`config.mk`:
```
export PLATFORM = sky130hd
export DESIGN_NAME = parking_ramp_arbiter
export DESIGN_NICKNAME = d
export VERILOG_FILES = /design/src/rtl/parking_pkg.sv /design/src/rtl/parking_ramp_arbiter_checker.sv /design/src/rtl/rr_arbiter.sv /design/src/rtl/parking_ramp_arbiter.sv
export SDC_FILE = /design/constraint.sdc
export NUM_CORES = 1
export LEC_CHECK = 0
export CORE_AREA = 3 3 47 49
export DETAILED_ROUTE_END_ITERATION = 12
export DIE_AREA = 0 0 50 52
export GPL_TIMING_DRIVEN = 0
export PLACE_DENSITY_LB_ADDON = 0.08
export SYNTH_ARGS = -nofsm -noshare
export SYNTH_HDL_FRONTEND = slang
export SYNTH_SLANG_ARGS = --single-unit
export TNS_END_PERCENT = 5
```
`constraint.sdc`:
```
create_clock -name clk -period 2.6 [get_ports clk]
set_input_delay 0.52 -clock clk [delete_from_list [all_inputs] [get_ports clk]]
set_output_delay 0.52 -clock clk [all_outputs]
set_load 0.02 [all_outputs]
```
`src/rtl/parking_pkg.sv`:
```
// Shared types and constants for the parking ramp arbiter and the per-gate controllers.
package parking_pkg;

    typedef enum logic [1:0] {
        IDLE        = 2'd0,
        GRANT_ENTRY = 2'd1,
        GRANT_EXIT  = 2'd2,
        CLEAR       = 2'd3
    } ramp_state_t;

    // Constants consumed by the gate controllers that sit below the arbiter
    localparam int         PASSWORD_DIGITS        = 4;
    localparam int         SENSOR_DEBOUNCE_CYCLES = 4;
    localparam logic [3:0] SENSOR_CLEAR_CODE      = 4'hA;

endpackage

```
`src/rtl/parking_ramp_arbiter_checker.sv`:
```
// Invariant monitor: occupancy never wraps and at most one grant is ever high.
module parking_ramp_arbiter_checker #(
    parameter int CAPACITY = 8,
    parameter int OW       = 4,
    parameter int N_ENTRY  = 2,
    parameter int N_EXIT   = 2
) (
    input logic               clk,
    input logic               reset,
    input logic               inc,
    input logic               dec,
    input logic [OW-1:0]      occupancy,
    input logic [N_ENTRY-1:0] entry_gnt,
    input logic [N_EXIT-1:0]  exit_gnt
);

    a_no_overflow: assert property (@(posedge clk) disable iff (reset)
        !(inc && occupancy == OW'(CAPACITY)));

    a_no_underflow: assert property (@(posedge clk) disable iff (reset)
        !(dec && occupancy == OW'(0)));

    a_single_grant: assert property (@(posedge clk) disable iff (reset)
        $onehot0({entry_gnt, exit_gnt}));

endmodule

```
`src/rtl/rr_arbiter.sv`:
```
// Combinational round-robin picker: searches from ptr+1 upward, wrapping, and
// returns the first asserted request as a one-hot vector and an index.
module rr_arbiter
    import parking_pkg::*;
#(
    parameter  int N  = 2,
    localparam int IW = (N > 1) ? $clog2(N) : 1
) (
    input  logic [N-1:0]  req,
    input  logic [IW-1:0] ptr,
    input  logic          en,
    output logic [N-1:0]  gnt,
    output logic [IW-1:0] idx,
    output logic          valid
);

    logic [IW-1:0] cand_s;
    logic          hit_s;

    // Priority search starting one past the last winner
    always_comb begin
        gnt    = '0;
        idx    = '0;
        valid  = 1'b0;
        cand_s = '0;
        hit_s  = 1'b0;
        for (int i = 1; i <= N; i++) begin
            cand_s      = IW'((int'(ptr) + i) % N);
            hit_s       = en & req[cand_s] & ~valid;
            idx         = hit_s ? cand_s : idx;
            gnt[cand_s] = gnt[cand_s] | hit_s;
            valid       = valid | hit_s;
        end
    end

endmodule

```
`src/rtl/parking_ramp_arbiter.sv`:
```
// Single-lane parking ramp arbiter: grants the ramp to one gate at a time,
// exits before entries, and tracks lot occupancy.
module parking_ramp_arbiter
    import parking_pkg::*;
#(
    parameter  int N_ENTRY  = 2,
    parameter  int N_EXIT   = 2,
    parameter  int CAPACITY = 8,
    parameter  int TIMEOUT  = 16,
    localparam int OW       = $clog2(CAPACITY + 1)
) (
    input  logic               clk,
    input  logic               reset,
    input  logic [N_ENTRY-1:0] entry_req,
    input  logic [N_EXIT-1:0]  exit_req,
    input  logic               pass_done,
    output logic [N_ENTRY-1:0] entry_gnt,
    output logic [N_EXIT-1:0]  exit_gnt,
    output logic [OW-1:0]      occupancy,
    output logic               full,
    output logic               empty,
    output logic               ramp_busy,
    output logic               timeout_err
);

    localparam int EIW = (N_ENTRY > 1) ? $clog2(N_ENTRY) : 1;
    localparam int XIW = (N_EXIT > 1) ? $clog2(N_EXIT) : 1;
    localparam int CW  = $clog2(TIMEOUT);

    ramp_state_t    state_r, state_s;
    logic [EIW-1:0] entry_ptr_r, entry_ptr_s;
    logic [XIW-1:0] exit_ptr_r, exit_ptr_s;
    logic [OW-1:0]  occ_r, occ_s;
    logic [CW-1:0]  cnt_r, cnt_s;
    logic           terr_r, terr_s;

    logic [N_ENTRY-1:0] entry_win_s;
    logic [N_EXIT-1:0]  exit_win_s;
    logic [EIW-1:0]     entry_idx_s;
    logic [XIW-1:0]     exit_idx_s;
    logic               entry_valid_s, exit_valid_s;
    logic               inc_s, dec_s;

    rr_arbiter #(.N(N_EXIT)) u_exit_arb (
        .req   (exit_req),
        .ptr   (exit_ptr_r),
        .en    (occ_r != OW'(0)),
        .gnt   (exit_win_s),
        .idx   (exit_idx_s),
        .valid (exit_valid_s)
    );

    rr_arbiter #(.N(N_ENTRY)) u_entry_arb (
        .req   (entry_req),
        .ptr   (entry_ptr_r),
        .en    (occ_r != OW'(CAPACITY)),
        .gnt   (entry_win_s),
        .idx   (entry_idx_s),
        .valid (entry_valid_s)
    );

    // State, pointers, occupancy, timeout counter and error pulse
    always_ff @(posedge clk) begin
        if (reset) begin
            state_r     <= IDLE;
            entry_ptr_r <= EIW'(N_ENTRY - 1);
            exit_ptr_r  <= XIW'(N_EXIT - 1);
            occ_r       <= '0;
            cnt_r       <= '0;
            terr_r      <= 1'b0;
        end else begin
            state_r     <= state_s;
            entry_ptr_r <= entry_ptr_s;
            exit_ptr_r  <= exit_ptr_s;
            occ_r       <= occ_s;
            cnt_r       <= cnt_s;
            terr_r      <= terr_s;
        end
    end

    // Next-state: arbitrate in IDLE, hold the grant until pass_done or timeout
    always_comb begin
        state_s     = state_r;
        entry_ptr_s = entry_ptr_r;
        exit_ptr_s  = exit_ptr_r;
        occ_s       = occ_r;
        cnt_s       = cnt_r;
        terr_s      = 1'b0;
        case (state_r)
            IDLE: begin
                cnt_s = '0;
                if (exit_valid_s) begin
                    state_s    = GRANT_EXIT;
                    exit_ptr_s = exit_idx_s;
                end else if (entry_valid_s) begin
                    state_s     = GRANT_ENTRY;
                    entry_ptr_s = entry_idx_s;
                end else begin
                    state_s = IDLE;
                end
            end
            GRANT_ENTRY, GRANT_EXIT: begin
                if (pass_done) begin
                    state_s = CLEAR;
                    occ_s   = (state_r == GRANT_ENTRY) ? occ_r + OW'(1) : occ_r - OW'(1);
                end else if (cnt_r == CW'(TIMEOUT - 1)) begin
                    state_s = CLEAR;
                    terr_s  = 1'b1;
                end else begin
                    cnt_s = cnt_r + CW'(1);
                end
            end
            CLEAR: begin
                state_s = IDLE;
            end
            default: begin
                state_s = IDLE;
            end
        endcase
    end

    // Moore grant decode; the class pointer doubles as the registered winner index
    always_comb begin
        entry_gnt = '0;
        exit_gnt  = '0;
        if (state_r == GRANT_ENTRY) begin
            entry_gnt[entry_ptr_r] = 1'b1;
        end else if (state_r == GRANT_EXIT) begin
            exit_gnt[exit_ptr_r] = 1'b1;
        end else begin
            entry_gnt = '0;
        end
    end

    assign occupancy   = occ_r;
    assign full        = (occ_r == OW'(CAPACITY));
    assign empty       = (occ_r == OW'(0));
    assign ramp_busy   = (state_r == GRANT_ENTRY) || (state_r == GRANT_EXIT);
    assign timeout_err = terr_r;
    assign inc_s       = (state_r == GRANT_ENTRY) && pass_done;
    assign dec_s       = (state_r == GRANT_EXIT) && pass_done;

    parking_ramp_arbiter_checker #(
        .CAPACITY (CAPACITY),
        .OW       (OW),
        .N_ENTRY  (N_ENTRY),
        .N_EXIT   (N_EXIT)
    ) u_checker (
        .clk       (clk),
        .reset     (reset),
        .inc       (inc_s),
        .dec       (dec_s),
        .occupancy (occ_r),
        .entry_gnt (entry_gnt),
        .exit_gnt  (exit_gnt)
    );

endmodule

```
## Word level (Yosys, flattened, before mapping)

Index checks and enable logic that the tools add are counted.

- Add/sub/neg operators: 7
- $lt $le $gt $ge: 8
- Eq/ne operators: 9
- Mux-type cells: 29
- Bitwise gates (word level): 12
- Reductions and logical operators: 13

Operators by type and width:

| operator | count |
|---|---|
| two-way mux 1 bit | 16 |
| < comparator 1 x 2 -> 1 bit, second input constant | 6 |
| two-way mux 2 bit | 6 |
| two-way mux 4 bit | 3 |
| adder 4 x 1 -> 4 bit, second input constant | 2 |
| equality test 4 bit, second input constant | 2 |
| one-hot mux 4 bit (2 select lines) | 1 |
| bitwise AND 1 bit | 6 |
| one-hot mux 2 bit (3 select lines) | 1 |
| AND reduction 3 bit | 2 |
| adder 1 bit, second input constant | 4 |
| equality test 2 bit, second input constant | 2 |
| zero test 4 bit | 1 |
| != test 2 bit, second input constant | 2 |
| != test 4 bit, second input constant | 1 |
| NOT 1 bit | 4 |
| AND reduction 2 bit | 2 |
| nonzero test 4 bit | 1 |
| subtractor 4 x 1 -> 4 bit, second input constant | 1 |
| != test 3 bit, second input constant | 1 |
| OR reduction 3 bit | 1 |
| demux 1 bit (select 1 bit) | 2 |
| equality test 2 x 1 -> 1 bit, second input constant | 1 |
| >= comparator 1 bit, second input constant | 2 |
| other kinds (6) | 8 |

- Flip-flop bits (word level): 13
- Bits of input ports: 7
- Output and inout bits: 12
- Logic and storage cells: 84

## Logic depth before layout (Yosys ltp)

Gate-level depths: netlist of run 1.

- Depth in word-level cells: 10
- Mapped depth: 8
- Mapped depth without buffers: 8

## Modules after synthesis

From an unflattened synthesis of run 1, not the netlist that was laid out.

- Cells, all modules: 99
- Area total of the unflattened synthesis: 833.3 um2

Modules (own cells, without submodules):

| module | times used | cells an instance | area each (um2) | seq. area each (um2) |
|---|---|---|---|---|
| parking_ramp_arbiter | 1 | 85 | 765.7 | 260.2 |
| rr_arbiter | 2 | 7 | 33.8 | 0.0 |

## Worst setup path before layout of run 1

OpenSTA, ideal clock, no wires.

- Path kind: register -> register
- Start: register state_r[1]
- End: register occ_r[3] (netlist: occupancy[3])
- Setup time: 0.123 ns
- Data arrival time: 1.740 ns
- Required time: 2.477 ns
- Path slack: 0.736 ns
- Stages on the path, launching flop included: 9
- Path buffers: 0
- Period minus slack after synthesis: 1.864 ns
- Path through: dfxtp_1 -> inv_1 -> ha_1 -> inv_1 -> ha_1 -> nor3b_1 -> a311oi_2 -> o211ai_1 -> mux2_1

- Cells in the longest elaborated chain, start to end: 3
- Elaborated cells on any way between the ends: 5
- Classes of those cells: 2 x eq/ne; 1 x mux; 2 x reduce/logical

Ends and longest elaborated chain:

| what | RTL line | source |
|---|---|---|
| start: declaration | parking_ramp_arbiter.sv:30 | `ramp_state_t state_r, state_s;` |
| start signal: assignment | parking_ramp_arbiter.sv:72 | `state_r <= state_s;` |
| equality test 2 x 1 -> 1 bit or equality test 2 bit (tied branches) | parking_ramp_arbiter.sv:89, parking_ramp_arbiter.sv:105 |  |
| OR reduction 2 bit | parking_ramp_arbiter.sv:89 | `case (state_r)` |
| AND reduction 2 bit (no line) | n/a |  |
| end signal: assignment | parking_ramp_arbiter.sv:75 | `occ_r <= occ_s;` |
| end: declaration | parking_ramp_arbiter.sv:33 | `logic [OW-1:0] occ_r, occ_s;` |

Several ways; a longest one is shown, not always the timed one.
A chain may end at the register's enable or synchronous reset.

## Final worst setup path of run 1

- Start: register state_r[1]
- End: output port exit_gnt[0]

- Cells in the longest elaborated chain, start to end: 3
- Elaborated cells on any way between the ends: 4
- Classes of those cells: 2 x eq/ne; 2 x mux

Ends and longest elaborated chain:

| what | RTL line | source |
|---|---|---|
| equality test 2 bit | parking_ramp_arbiter.sv:128 | `end else if (state_r == GRANT_EXIT) begin` |
| two-way mux 2 bit | parking_ramp_arbiter.sv:128 |  |
| two-way mux 2 bit (*) | parking_ramp_arbiter.sv:126 | `if (state_r == GRANT_ENTRY) begin` |
| end: declaration | parking_ramp_arbiter.sv:18 | `output logic [N_EXIT-1:0] exit_gnt,` |

Mark *: on every way between the ends. The rest lies on a longest branch, timed or not.

==> tab_implementation.tex, run 1 <==
\begin{tabular}{lr}
\hline
Metric & Value \\
\hline
\multicolumn{2}{l}{\textbf{Run status}} \\
\quad Status & finished, final reports clean \\
\multicolumn{2}{l}{\textbf{GRT}} \\
\quad Global router's overall resource usage & 14.9\% \\
\quad Global route overflow & 0 \\
\quad Pin count of the biggest net entering global routing & 11 \\
\quad Number of antenna violations at the first check in global routing & 0 \\
\quad Number of global-route vias before repair & between 700 and 800 \\
\quad Global-route wire length before repair & 3.02 mm \\
\multicolumn{2}{l}{\textbf{Timing}} \\
\quad Transition time of the tightest slew-check pin & between 400 and 500 ps \\
\quad Endpoints failing setup & 0 \\
\quad Max\_slew headroom & between 60\% and 70\% \\
\quad Final clock period utilization by the worst path & 89.9\% \\
\quad RSZ-0062 raised after global routing & false \\
\quad Final min period & about 2300 ps \\
\quad Worst hold slack & $\sim$520 ps \\
\quad Final hold viol count & 0 \\
\quad Final sum of negative setup slack & 0 ps \\
\quad Maximum clock skew at final layout & 3.83 ps \\
\quad Final slew viol count & 0 \\
\quad Worst Slack Setup Final & $\sim$260 ps \\
\quad Maximum clock rate & between 0.4 and 0.5 GHz \\
\multicolumn{2}{l}{\textbf{Synth}} \\
\quad Most common flop cell mapped by yosys & sky130\_fd\_sc\_hd\_\_dfxtp\_1 \\
\quad Compound-gate portion of the synthesized area & between 15 and 20\% \\
\quad Adder-cell share of the synthesized area & 10.9\% \\
\quad Xor/xnor share of the synthesized area & 4.34\% \\
\quad Unique cell type count in the Yosys netlist & 34 \\
\quad Synthesized net count & $\sim$110 \\
\quad Sequential-to-total area share from yosys stat & roughly a third \\
\quad Share of async-settable or async-resettable flops after synthesis & 0\% \\
\quad Multiplexer share of the synthesized area & under 10\% \\
\quad Number of warnings reported in the yosys synthesis log & 0 \\
\quad Combinational family with the most area after synthesis & simple AND/OR/NAND/NOR gates \\
\quad Cell taking the most area after synthesis & sky130\_fd\_sc\_hd\_\_dfxtp\_1 \\
\quad Syn avg cell area & between 8 and 9 um2 \\
\quad Simple-gate share of the synthesized area & around a third \\
\quad Number of standard cells after synthesis & between 90 and 100 \\
\quad Top cell types by occurrence after synthesis & 13 x sky130\_fd\_sc\_hd\_\_dfxtp\_1, 9 x sky130\_fd\_sc\_hd\_\_nand2\_1, 7 x sky130\_fd\_sc\_hd\_\_ha\_1, 7 x sky130\_fd\_sc\_hd\_\_nor3\_1 \\
\quad EDFF count, synth & 0 \\
\quad Biggest area contributors in the synthesized netlist & sky130\_fd\_sc\_hd\_\_dfxtp\_1 32\%, sky130\_fd\_sc\_hd\_\_ha\_1 11\%, sky130\_fd\_sc\_hd\_\_nor3\_1 4.3\% \\
\quad Netlist area before placement & between 800 and 900 um2 \\
\quad Flip-flop and latch count after synthesis & 13 \\
\quad Top-area cell type share of the netlist area & about a third \\
\quad Count leader, synth & sky130\_fd\_sc\_hd\_\_dfxtp\_1 \\
\multicolumn{2}{l}{\textbf{Final layout}} \\
\quad Antenna Cells & 0 \\
\quad Total non-filler cell area in the finished layout & between 1000 and 1500 um2 \\
\quad \# nets final & between 100 and 150 \\
\quad Area of combinational cells with multiple inputs & about 530 um2 \\
\quad Register Area & around 260 um2 \\
\quad End-of-flow core utilization & 55.1\% \\
\quad Number of fill cells in the layout & $\sim$180 \\
\quad Area growth from synthesis to layout & 29.9\% \\
\quad Share of post-route cells with drive strength above 1 & 8.62\% \\
\multicolumn{2}{l}{\textbf{Clocking}} \\
\quad Clock tree from TritonCTS & built \\
\quad Number of resized instances in the post-cts repair step & 0 \\
\quad Clock Pin Slew Worst Setup and Hold Paths & approximately 90 ps \\
\quad Longest Clk Path Bufs & 2 \\
\quad Hold bufs inserted after CTS & 0 \\
\quad Count of buffers added by post-CTS timing repair for setup & 0 \\
\quad Clk root buf & sky130\_fd\_sc\_hd\_\_clkbuf\_4 \\
\quad H-Tree Depth & 1 \\
\quad Source-to-sink clock delay at the later pin of the worst-skew pair & around 280 ps \\
\quad Clock sink count & 13 \\
\quad Num CTS Buffers & 3 \\
\multicolumn{2}{l}{\textbf{Setup path}} \\
\quad Crit path to & exit\_gnt[0] \\
\quad Worst Setup Path Type & flop to primary output \\
\quad Reg2reg path depth & 8 \\
\quad Worst setup EP type & primary output \\
\quad Worst flop-to-flop path endpoint & occupancy[3] \\
\quad Worst-path fanout max & 5 \\
\quad Worst setup path start & state\_r[1] \\
\quad Critical Path AT & approximately 1800 ps \\
\quad Origin of the critical flop-to-flop path & state\_r[1] \\
\quad Crit path required time & $\sim$2100 ps \\
\quad Kind of start point of the critical path & flop \\
\quad Reg-to-reg slack, setup & 550 ps \\
\multicolumn{2}{l}{\textbf{Die}} \\
\quad Cell row count & 16 \\
\quad Core Footprint & around 1900 um2 \\
\quad Height of the die & roughly 52 um \\
\quad Initial standard-cell utilization of the core & 42.4\% \\
\quad Horizontal extent of the die & 50 um \\
\quad Ports & 19 \\
\quad Overall die area & $\sim$2600 um2 \\
\multicolumn{2}{l}{\textbf{Route}} \\
\quad Detailed-route vias per instance & 5.06 \\
\quad Routed length per placed instance & around 12 um \\
\quad Router iterations before antenna repair & 4 \\
\quad Post-route DRC violation count & 0 \\
\quad Violation count after the first detailed-route iteration & 6 \\
\quad Vias after detailed routing & 724 \\
\quad Routed wire length & around 1.7 mm \\
\quad Antenna Nets Post-Route & 0 \\
\multicolumn{2}{l}{\textbf{Place}} \\
\quad Cell area after placement & about 1000 um2 \\
\quad IO Port Bufs & 18 \\
\quad Final estimated routing congestion in global placement & approximately 0.71 \\
\quad HPWL after detailed placement & between 1 and 1.5 mm \\
\quad Worst setup timing slack at the placement stage & around 550 ps \\
\multicolumn{2}{l}{\textbf{Run}} \\
\quad Max-cap violations & 0 \\
\multicolumn{2}{l}{\textbf{Power}} \\
\quad Largest vdd supply drop & 0.698 mV \\
\quad Leakage power & about 0.38 nW \\
\quad Power per cell area & between 1000 and 1500 nW/um2 \\
\multicolumn{2}{l}{\textbf{Min path}} \\
\quad Class of the tightest hold or removal check & flop to flop \\
\hline
\end{tabular}
final cells by class:
cell class / count / area share, %
flip-flops and latches: 13 / 24.8
clock inverters: 1 / 0.477
inverters: 3 / 1.07
multi-input cells: 77 / 50.7
repair buffers: 18 / 17.2
plain buffers: 1 / 0.358
well taps: 27 / 3.22
clock buffers: 3 / 2.15
cell families after synthesis:
| logic type | count (synthesis) |
|---|---|
| simple gates | 46 |
| compound gates | 19 |
| flops | 13 |
| fa+ha+maj | 7 |
| xor+xnor | 4 |
| buf+inv | 4 |
| mux | 1 |
worst max-delay path, stage by stage, from the launching register on:
cell,delay (ps)
sky130_fd_sc_hd__dfxtp_1,370
sky130_fd_sc_hd__inv_1,80
sky130_fd_sc_hd__ha_1,250
sky130_fd_sc_hd__nor3b_1,200
sky130_fd_sc_hd__clkdlybuf4s50_1,640
metrics by stage:
stage / cells / power [mW]
after floorplan: 94 / 0.887
after global placement: 139 / 1.13
after detailed placement: 139 / 1.14
after CTS: 143 / 1.28
after global routing: 143 / 1.38
final: 143 / 1.26
worst min-delay path by stage:
stage | from | to | slack [ps] | cells past startpoint
2_1_floorplan | cnt_r[1] | cnt_r[1] | 480 | 2
6_report | cnt_r[1] | cnt_r[1] | 520 | 2
4_1_cts | cnt_r[1] | cnt_r[1] | 520 | 2
3_5_place_dp | cnt_r[1] | cnt_r[1] | 510 | 2
3_3_place_gp | cnt_r[1] | cnt_r[1] | 500 | 2
5_1_grt | cnt_r[1] | cnt_r[1] | 580 | 2
layer usage:
layer  part of all wire, %  vias to the layer above  track usage (%)
li1                      -                      384                -
met1                    48                      322             16.8
met2                    45                       16             26.1
met3                   5.9                        2             6.30
met4                  0.77                        0             2.76
met5                     0                        -                0
layout by cell type (no fill, tap or decap):
cell type,Yosys,routed
sky130_fd_sc_hd__clkdlybuf4s50_1,0,18
sky130_fd_sc_hd__dfxtp_1,13,13
sky130_fd_sc_hd__nand2_1,9,9
sky130_fd_sc_hd__nor3_1,7,7
sky130_fd_sc_hd__ha_1,7,7
sky130_fd_sc_hd__nor2_1,6,6
sky130_fd_sc_hd__a21oi_1,6,6
sky130_fd_sc_hd__nand3_1,5,5
sky130_fd_sc_hd__nor2b_1,4,4
sky130_fd_sc_hd__inv_1,3,3
sky130_fd_sc_hd__and2_1,3,3
sky130_fd_sc_hd__xnor2_1,3,3
sky130_fd_sc_hd__clkbuf_4,0,3
sky130_fd_sc_hd__a31oi_1,2,2
sky130_fd_sc_hd__nand3b_1,2,2
sky130_fd_sc_hd__o21ai_0,2,2
sky130_fd_sc_hd__o211ai_1,2,2
sky130_fd_sc_hd__nor3b_1,2,2
sky130_fd_sc_hd__nor4_2,1,1
sky130_fd_sc_hd__or2_2,1,1
sky130_fd_sc_hd__o21bai_2,1,1
sky130_fd_sc_hd__a311oi_1,1,1
sky130_fd_sc_hd__o41a_1,1,1
sky130_fd_sc_hd__or2_1,1,1
sky130_fd_sc_hd__clkbuf_1,1,1
sky130_fd_sc_hd__xor2_1,1,1
sky130_fd_sc_hd__and3_1,1,1
sky130_fd_sc_hd__nand2b_1,1,1
sky130_fd_sc_hd__a211oi_2,1,1
sky130_fd_sc_hd__nor2b_4,1,1
sky130_fd_sc_hd__or3_1,1,1
sky130_fd_sc_hd__a211oi_1,1,1
sky130_fd_sc_hd__o31a_1,1,1
sky130_fd_sc_hd__and2b_1,1,1
sky130_fd_sc_hd__a311oi_2,1,1
sky130_fd_sc_hd__mux2_1,1,1
sky130_fd_sc_hd__clkinv_2,0,1
where the power goes:
part / total, mW / internal [mW] / switching (mW)
Combinational: 0.804 / 0.390 / 0.414
Sequential: 0.331 / 0.255 / 0.0755
Clock: 0.128 / 0.0570 / 0.0713
sequential cells by signal (all words and copies together) (netlist names):
register and cells:
entry_ptr_r 1, occupancy 4, timeout_err 1, cnt_r 4, state_r 2, exit_ptr_r 1
Note: power is estimated with default switching activity, not from simulation.
==> inputs of run 2 (changes only) <==
--- a/config.mk
+++ b/config.mk
@@ -6,10 +6,12 @@
 export NUM_CORES = 1
 export LEC_CHECK = 0
 export CORE_AREA = 3 3 47 49
+export CTS_BUF_LIST = sky130_fd_sc_hd__clkbuf_2
 export DETAILED_ROUTE_END_ITERATION = 12
 export DIE_AREA = 0 0 50 52
 export GPL_TIMING_DRIVEN = 0
 export PLACE_DENSITY_LB_ADDON = 0.08
+export REMOVE_ABC_BUFFERS = 1
 export SYNTH_ARGS = -nofsm -noshare
 export SYNTH_HDL_FRONTEND = slang
 export SYNTH_SLANG_ARGS = --single-unit
==> run 2 against run 1 <==
Against the previous run: critical path depth stayed put; sequential power hardly changed; first-iteration DRC count grew to 3.7 times the previous value; total power is 0.85% lower; global-route usage is 0.50 points lower; setup slack worse by 36 ps; critical path type unchanged; largest cell class unchanged; largest power group unchanged.
==> tab_implementation.tex, run 2 (synthesis results as in run 1) <==
\begin{tabular}{lr}
\hline
Metric & Value \\
\hline
\multicolumn{2}{l}{\textbf{Place}} \\
\quad Number of placed instances, taps included & 138 (-0.72\%) \\
\quad Worst setup timing slack at the placement stage & 500 ps (-45.6 ps) \\
\quad Final estimated routing congestion in global placement & 0.733 (+3.0\%) \\
\quad IO Port Bufs & 18 (unchanged) \\
\quad Cell area after placement & 1020 um2 (-0.37\%) \\
\quad HPWL after detailed placement & 1.34 mm (+4.8\%) \\
\multicolumn{2}{l}{\textbf{Clocking}} \\
\quad Clk root buf & sky130\_fd\_sc\_hd\_\_clkbuf\_2 \\
\quad H-Tree Depth & 1 (unchanged) \\
\quad Clock sink count & 13 (unchanged) \\
\quad Clock Pin Slew Worst Setup and Hold Paths & 130 ps (+40 ps) \\
\quad Number of resized instances in the post-cts repair step & 0 (unchanged) \\
\quad Clock tree from TritonCTS & built \\
\quad Hold bufs inserted after CTS & 0 (unchanged) \\
\quad Longest Clk Path Bufs & 2 (unchanged) \\
\quad Source-to-sink clock delay at the later pin of the worst-skew pair & 270 ps (about the same) \\
\quad Num CTS Buffers & 3 (unchanged) \\
\quad Count of buffers added by post-CTS timing repair for setup & 0 (unchanged) \\
\multicolumn{2}{l}{\textbf{GRT}} \\
\quad Global router's overall resource usage & 14.4\% (-0.50 points) \\
\quad Global route overflow & 0 (unchanged) \\
\quad Pin count of the biggest net entering global routing & 16 (+5) \\
\quad Number of antenna violations at the first check in global routing & 0 (unchanged) \\
\quad Global-route wire length before repair & 2.88 mm (-4.8\%) \\
\quad Number of global-route vias before repair & 679 (-3.3\%) \\
\multicolumn{2}{l}{\textbf{Final layout}} \\
\quad Share of post-route cells with drive strength above 1 & 8.70\% (+0.075 points) \\
\quad \# nets final & 130 (-0.76\%) \\
\quad Most used cells in the layout excluding fill and tap cells & 18 x sky130\_fd\_sc\_hd\_\_clkdlybuf4s50\_1, 13 x sky130\_fd\_sc\_hd\_\_dfxtp\_1, 9 x sky130\_fd\_sc\_hd\_\_nand2\_1, 7 x sky130\_fd\_sc\_hd\_\_nor3\_1, 7 x sky130\_fd\_sc\_hd\_\_ha\_1 \\
\quad Antenna Cells & 0 (unchanged) \\
\quad Number of fill cells in the layout & 190 (+6.1\%) \\
\quad Most frequent standard cell in the layout excluding fill and tap cells & sky130\_fd\_sc\_hd\_\_clkdlybuf4s50\_1 \\
\quad Total non-filler cell area in the finished layout & 1040 um2 (-1.1\%) \\
\quad Non-filler cells in the finished layout & 142 (-0.70\%) \\
\quad Area growth from synthesis to layout & 28.5\% \\
\multicolumn{2}{l}{\textbf{Route}} \\
\quad Detailed-route vias per instance & 5.33 (+5.3\%) \\
\quad Vias after detailed routing & 757 (+4.6\%) \\
\quad Routed length per placed instance & 12.2 um (+2.8\%) \\
\quad Violation count after the first detailed-route iteration & 22 (+16) \\
\quad Routed wire length & 1.73 mm (+2.1\%) \\
\quad Post-route DRC violation count & 0 (unchanged) \\
\quad Router iterations before antenna repair & 4 (unchanged) \\
\quad Antenna Nets Post-Route & 0 (unchanged) \\
\multicolumn{2}{l}{\textbf{Die}} \\
\quad Cell row count & 16 (unchanged) \\
\quad Ports & 19 (unchanged) \\
\quad Horizontal extent of the die & 50 um (unchanged) \\
\quad Core Footprint & 1900 um2 (unchanged) \\
\quad Height of the die & 52 um (unchanged) \\
\quad Overall die area & 2600 um2 (unchanged) \\
\quad Initial standard-cell utilization of the core & 42.4\% (unchanged) \\
\multicolumn{2}{l}{\textbf{Setup path}} \\
\quad Worst Setup Path Type & flop to primary output \\
\quad Kind of start point of the critical path & flop \\
\quad Reg2reg path depth & 8 (unchanged) \\
\quad Origin of the critical flop-to-flop path & state\_r[1] \\
\quad Critical Path AT & 1850 ps (+30 ps) \\
\quad Reg-to-reg slack, setup & 470 ps (-80 ps) \\
\quad Worst flop-to-flop path endpoint & occupancy[3] \\
\quad Worst-path fanout max & 5 (unchanged) \\
\quad Crit path required time & 2080 ps (about the same) \\
\quad Worst setup EP type & primary output \\
\multicolumn{2}{l}{\textbf{Timing}} \\
\quad RSZ-0062 raised after global routing & false \\
\quad Final sum of negative setup slack & 0 ps (unchanged) \\
\quad Max\_slew headroom & 64.5\% (-3.6 points) \\
\quad Endpoints failing setup & 0 (unchanged) \\
\quad Transition time of the tightest slew-check pin & 531 ps (+52.5 ps) \\
\quad Maximum clock skew at final layout & 12.7 ps (+8.89 ps) \\
\quad Maximum clock rate & 0.422 GHz (-1.5\%) \\
\quad Worst Slack Setup Final & 228 ps (-35.6 ps) \\
\quad Final hold viol count & 0 (unchanged) \\
\quad Final min period & 2370 ps (+35.6 ps) \\
\quad Final clock period utilization by the worst path & 91.2\% (+1.4 points) \\
\quad Final slew viol count & 0 (unchanged) \\
\multicolumn{2}{l}{\textbf{Min path}} \\
\quad Class of the tightest hold or removal check & flop to flop \\
\quad Hold path depth & 2 (unchanged) \\
\quad Start point of the worst hold path & cnt\_r[1] \\
\quad Hold endpoint & cnt\_r[1] \\
\multicolumn{2}{l}{\textbf{Run status}} \\
\quad Status & finished, final reports clean \\
\multicolumn{2}{l}{\textbf{Power}} \\
\quad Leakage power & 0.375 nW (-0.60\%) \\
\quad Power per cell area & 1210 nW/um2 (+0.23\%) \\
\quad Post-layout power & 1.25 mW (-0.85\%) \\
\quad Largest vdd supply drop & 0.618 mV (-11\%) \\
\multicolumn{2}{l}{\textbf{Run}} \\
\quad Max-cap violations & 0 (unchanged) \\
\hline
\end{tabular}
-- run 2: cell type report --
type	count	area [um2]	share of cell area, %
Multi-Input combinational cell	77	532	51.3
Sequential cell	13	260	25.1
Clock buffer	4	20.0	1.93
Timing Repair Buffer	18	180	17.4
Inverter	3	11.3	1.09
Tap cell	27	33.8	3.26
-- run 2: through the flow --
stage	utilization [%]	hold slack [ps]
2_1_floorplan	-	475
3_3_place_gp	53.5	497
3_5_place_dp	53.5	507
4_1_cts	54.5	526
5_1_grt	54.5	573
6_report	54.5	525
-- run 2: where the power goes --
part	leakage [nW]	internal (mW)	switching [mW]	total, mW
combinational	0.252	0.392	0.423	0.815
sequential	0.106	0.255	0.0768	0.332
clock	0.0166	0.0408	0.0643	0.105
-- run 2: worst max-delay path by stage --
stage,cells after the start,from,end
floorplan,8,state_r[1],occupancy[3]
global placement,8,state_r[1],occupancy[3]
detailed placement,8,state_r[1],occupancy[3]
CTS,4,state_r[1],exit_gnt[0]
global route,4,state_r[1],exit_gnt[0]
finish,4,state_r[1],exit_gnt[0]
-- run 2: worst max-delay path, cell delays in order (launching register included) --
cell                              delay [ps]
sky130_fd_sc_hd__dfxtp_1                 380
sky130_fd_sc_hd__inv_1                    80
sky130_fd_sc_hd__ha_1                    260
sky130_fd_sc_hd__nor3b_1                 220
sky130_fd_sc_hd__clkdlybuf4s50_1         640
-- run 2: layer usage --
layer  track usage [%]  wire length (um)  up-vias
met3              2.01                73        2
li1                  -                 -      385
met5                 0                 0        -
met2              24.1               816       16
met1              17.5               826      354
met4              8.29                 9        0
==> inputs of run 3 (changes only) <==
--- a/config.mk
+++ b/config.mk
@@ -5,10 +5,12 @@
 export SDC_FILE = /design/constraint.sdc
 export NUM_CORES = 1
 export LEC_CHECK = 0
-export CORE_AREA = 3 3 47 49
+export CELL_PAD_IN_SITES_DETAIL_PLACEMENT = 2
+export CELL_PAD_IN_SITES_GLOBAL_PLACEMENT = 2
+export CORE_AREA = 3 3 57 59
 export CTS_BUF_LIST = sky130_fd_sc_hd__clkbuf_2
 export DETAILED_ROUTE_END_ITERATION = 12
-export DIE_AREA = 0 0 50 52
+export DIE_AREA = 0 0 60 62
 export GPL_TIMING_DRIVEN = 0
 export PLACE_DENSITY_LB_ADDON = 0.08
 export REMOVE_ABC_BUFFERS = 1
==> run 3 against run 2 <==
Against the previous run: clock skew is 5.1 ps lower; sequential power is essentially flat; count of clock-buffer cells in the layout unchanged; core utilization fell by 17 points; non-clock buffer count did not move; sequential share of layout area decreased by 0.12 points; first-iteration DRC count shrank 73%; clock power increased by 9%; critical path depth unchanged; total power up 2.9%; register-to-register slack worse by 60 ps; combinational power increased by 3.3%; critical endpoint unchanged.
==> tab_implementation.tex, run 3 (synthesis results as in run 1) <==
\begin{tabular}{lr}
\hline
Metric & Value \\
\hline
\multicolumn{2}{l}{\textbf{Clocking}} \\
\quad Number of resized instances in the post-cts repair step & 0 (unchanged) \\
\quad H-Tree Depth & 1 (unchanged) \\
\quad Clock Pin Slew Worst Setup and Hold Paths & 150 ps (+20 ps) \\
\quad Num CTS Buffers & 3 (unchanged) \\
\quad Clk root buf & sky130\_fd\_sc\_hd\_\_clkbuf\_2 \\
\quad Count of buffers added by post-CTS timing repair for setup & 0 (unchanged) \\
\quad Clock sink count & 13 (unchanged) \\
\quad Clock tree from TritonCTS & built \\
\quad Longest Clk Path Bufs & 2 (unchanged) \\
\quad Hold bufs inserted after CTS & 0 (unchanged) \\
\quad Source-to-sink clock delay at the later pin of the worst-skew pair & 270 ps (about the same) \\
\multicolumn{2}{l}{\textbf{GRT}} \\
\quad Global-route wire length before repair & 3.79 mm (+32\%) \\
\quad Number of global-route vias before repair & 806 (+19\%) \\
\quad Global route overflow & 0 (unchanged) \\
\quad Global router's overall resource usage & 13.6\% (-0.76 points) \\
\quad Pin count of the biggest net entering global routing & 16 (unchanged) \\
\quad Number of antenna violations at the first check in global routing & 0 (unchanged) \\
\multicolumn{2}{l}{\textbf{Die}} \\
\quad Cell row count & 19 (+3) \\
\quad Ports & 19 (unchanged) \\
\quad Initial standard-cell utilization of the core & 29.3\% (-13 points) \\
\quad Horizontal extent of the die & 60 um (+20\%) \\
\quad Height of the die & 62 um (+19\%) \\
\quad Overall die area & 3720 um2 (+43\%) \\
\quad Core Footprint & 2760 um2 (+45\%) \\
\multicolumn{2}{l}{\textbf{Route}} \\
\quad Vias after detailed routing & 787 (+4.0\%) \\
\quad Routed wire length & 2.27 mm (+32\%) \\
\quad Antenna Nets Post-Route & 0 (unchanged) \\
\quad Post-route DRC violation count & 0 (unchanged) \\
\quad Detailed-route wire length on metal 1 & 1.01 mm (+22\%) \\
\quad Router iterations before antenna repair & 3 (-1) \\
\quad Wire length on met3 & 104 um (+42\%) \\
\quad Highest metal layer used by the detailed router & met4 \\
\quad Detailed-route vias per instance & 5.39 (+1.1\%) \\
\quad Length of routed met2 wiring & 1.14 mm (+40\%) \\
\quad Violation count after the first detailed-route iteration & 6 (-73\%) \\
\quad Routed length per placed instance & 15.5 um (+28\%) \\
\multicolumn{2}{l}{\textbf{Timing}} \\
\quad Maximum clock skew at final layout & 7.57 ps (-5.14 ps) \\
\quad Final clock period utilization by the worst path & 92.6\% (+1.4 points) \\
\quad Max\_slew headroom & 59.3\% (-5.2 points) \\
\quad Worst hold slack & 535 ps (+10.4 ps) \\
\quad Transition time of the tightest slew-check pin & 609 ps (+78.1 ps) \\
\quad Endpoints failing setup & 0 (unchanged) \\
\quad Final slew viol count & 0 (unchanged) \\
\quad Final min period & 2410 ps (+36.3 ps) \\
\quad RSZ-0062 raised after global routing & false \\
\quad Final hold viol count & 0 (unchanged) \\
\quad Maximum clock rate & 0.415 GHz (-1.5\%) \\
\quad Final sum of negative setup slack & 0 ps (unchanged) \\
\multicolumn{2}{l}{\textbf{Final layout}} \\
\quad Area growth from synthesis to layout & 29.1\% \\
\quad Antenna Cells & 0 (unchanged) \\
\quad Most frequent standard cell in the layout excluding fill and tap cells & sky130\_fd\_sc\_hd\_\_clkdlybuf4s50\_1 \\
\quad Share of post-route cells with drive strength above 1 & 8.70\% (unchanged) \\
\quad \# nets final & 130 (unchanged) \\
\quad Most used cells in the layout excluding fill and tap cells & 18 x sky130\_fd\_sc\_hd\_\_clkdlybuf4s50\_1, 13 x sky130\_fd\_sc\_hd\_\_dfxtp\_1, 9 x sky130\_fd\_sc\_hd\_\_nand2\_1, 7 x sky130\_fd\_sc\_hd\_\_nor3\_1, 7 x sky130\_fd\_sc\_hd\_\_ha\_1 \\
\multicolumn{2}{l}{\textbf{Power}} \\
\quad Switching Power & 0.599 mW (+6.1\%) \\
\quad Combinational Power Share & 65.4\% (+0.3 points) \\
\quad Portion of total power attributed to sequential cells & 25.7\% (-0.8 points) \\
\quad Largest vdd supply drop & 0.597 mV (-3.4\%) \\
\quad Cell-internal power & 0.689 mW (+0.23\%) \\
\quad Fraction of power spent switching nets & 46.5\% (+1.4 points) \\
\quad Leakage power & 0.375 nW (unchanged) \\
\quad Clock network fraction of total power & 8.8\% (+0.4 points) \\
\quad Power per cell area & 1240 nW/um2 (+2.4\%) \\
\multicolumn{2}{l}{\textbf{Run}} \\
\quad Max-cap violations & 0 (unchanged) \\
\multicolumn{2}{l}{\textbf{Setup path}} \\
\quad Reg-to-reg slack, setup & 410 ps (-60 ps) \\
\quad Reg2reg path depth & 8 (unchanged) \\
\quad Slowest cell delay on critical path & 640 ps (about the same) \\
\quad Critical Path AT & 1890 ps (+40 ps) \\
\quad Worst setup EP type & primary output \\
\quad Worst-path cell chain & inv\_1 -> ha\_1 -> nor3b\_1 -> clkdlybuf4s50\_1 \\
\quad Cell with the largest stage delay on the worst path & sky130\_fd\_sc\_hd\_\_clkdlybuf4s50\_1 \\
\quad Worst-path fanout max & 5 (unchanged) \\
\quad Worst Setup Path Type & flop to primary output \\
\quad Buffers plus inverters on the worst setup path & 2 (unchanged) \\
\quad Kind of start point of the critical path & flop \\
\quad Worst flop-to-flop path endpoint & occupancy[3] \\
\quad Gate family responsible for the most delay along the worst path & buffers and inverters \\
\quad Origin of the critical flop-to-flop path & state\_r[1] \\
\quad Crit path required time & 2080 ps (about the same) \\
\multicolumn{2}{l}{\textbf{Place}} \\
\quad IO Port Bufs & 18 (unchanged) \\
\quad HPWL after detailed placement & 1.80 mm (+35\%) \\
\quad Final estimated routing congestion in global placement & 0.773 (+5.5\%) \\
\multicolumn{2}{l}{\textbf{Run status}} \\
\quad Status & finished, final reports clean \\
\multicolumn{2}{l}{\textbf{Min path}} \\
\quad Class of the tightest hold or removal check & flop to flop \\
\quad Hold path depth & 2 (unchanged) \\
\quad Start point of the worst hold path & cnt\_r[1] \\
\quad Hold endpoint & cnt\_r[1] \\
\hline
\end{tabular}
-- run 3: worst max-delay path by stage --
stage                     cells past startpoint      endpoint       start  slack [ps]
after detailed placement                      8  occupancy[3]  state_r[1]         410
after CTS                                     4   exit_gnt[0]  state_r[1]         150
after global placement                        4   exit_gnt[0]  state_r[1]         560
after global routing                          4   exit_gnt[0]  state_r[1]          20
final                                         4   exit_gnt[0]  state_r[1]         190
after floorplan                               8  occupancy[3]  state_r[1]         740
-- run 3: final cells by class --
cell class | count | area (um2)
Fill cell | 324 | 1720
Sequential cell | 13 | 260
Clock buffer | 4 | 20.0
Timing Repair Buffer | 18 | 180
Multi-Input combinational cell | 77 | 532
Tap cell | 31 | 38.8
Inverter | 3 | 11.3
-- run 3: power groups by stage --
stage          Clock (mW)  Combinational, mW  Sequential, mW
3_3_place_gp            0              0.821           0.337
5_1_grt             0.130              0.936           0.345
6_report            0.114              0.842           0.332
3_5_place_dp            0              0.856           0.339
2_1_floorplan           0              0.537           0.348
4_1_cts             0.123              0.861           0.334
-- run 3: worst register-to-register path, cell delays in order (launching register included) --
cell and delay, ps:
sky130_fd_sc_hd__dfxtp_1 350, sky130_fd_sc_hd__inv_1 100, sky130_fd_sc_hd__ha_1 270, sky130_fd_sc_hd__inv_1 130
sky130_fd_sc_hd__ha_1 390, sky130_fd_sc_hd__nor3b_1 90, sky130_fd_sc_hd__a311oi_2 270, sky130_fd_sc_hd__o211ai_1 160
sky130_fd_sc_hd__mux2_1 320
-- run 3: metrics by stage --
step	setup slack, ps	area, um2	power [mW]	instances	utilization [%]
final	192	1040	1.29	146	37.8
after global routing	17.0	1040	1.41	146	37.8
after CTS	147	1040	1.32	146	37.8
after detailed placement	408	1020	1.19	142	37.1
after global placement	562	1020	1.16	142	37.1
after floorplan	736	803	0.885	93	-
-- run 3: layer usage --
layer | global-route usage, % | up-vias
met5 | 0 | -
met3 | 2.27 | 2
met2 | 23.3 | 14
li1 | - | 379
met4 | 5.70 | 0
met1 | 17.0 | 392
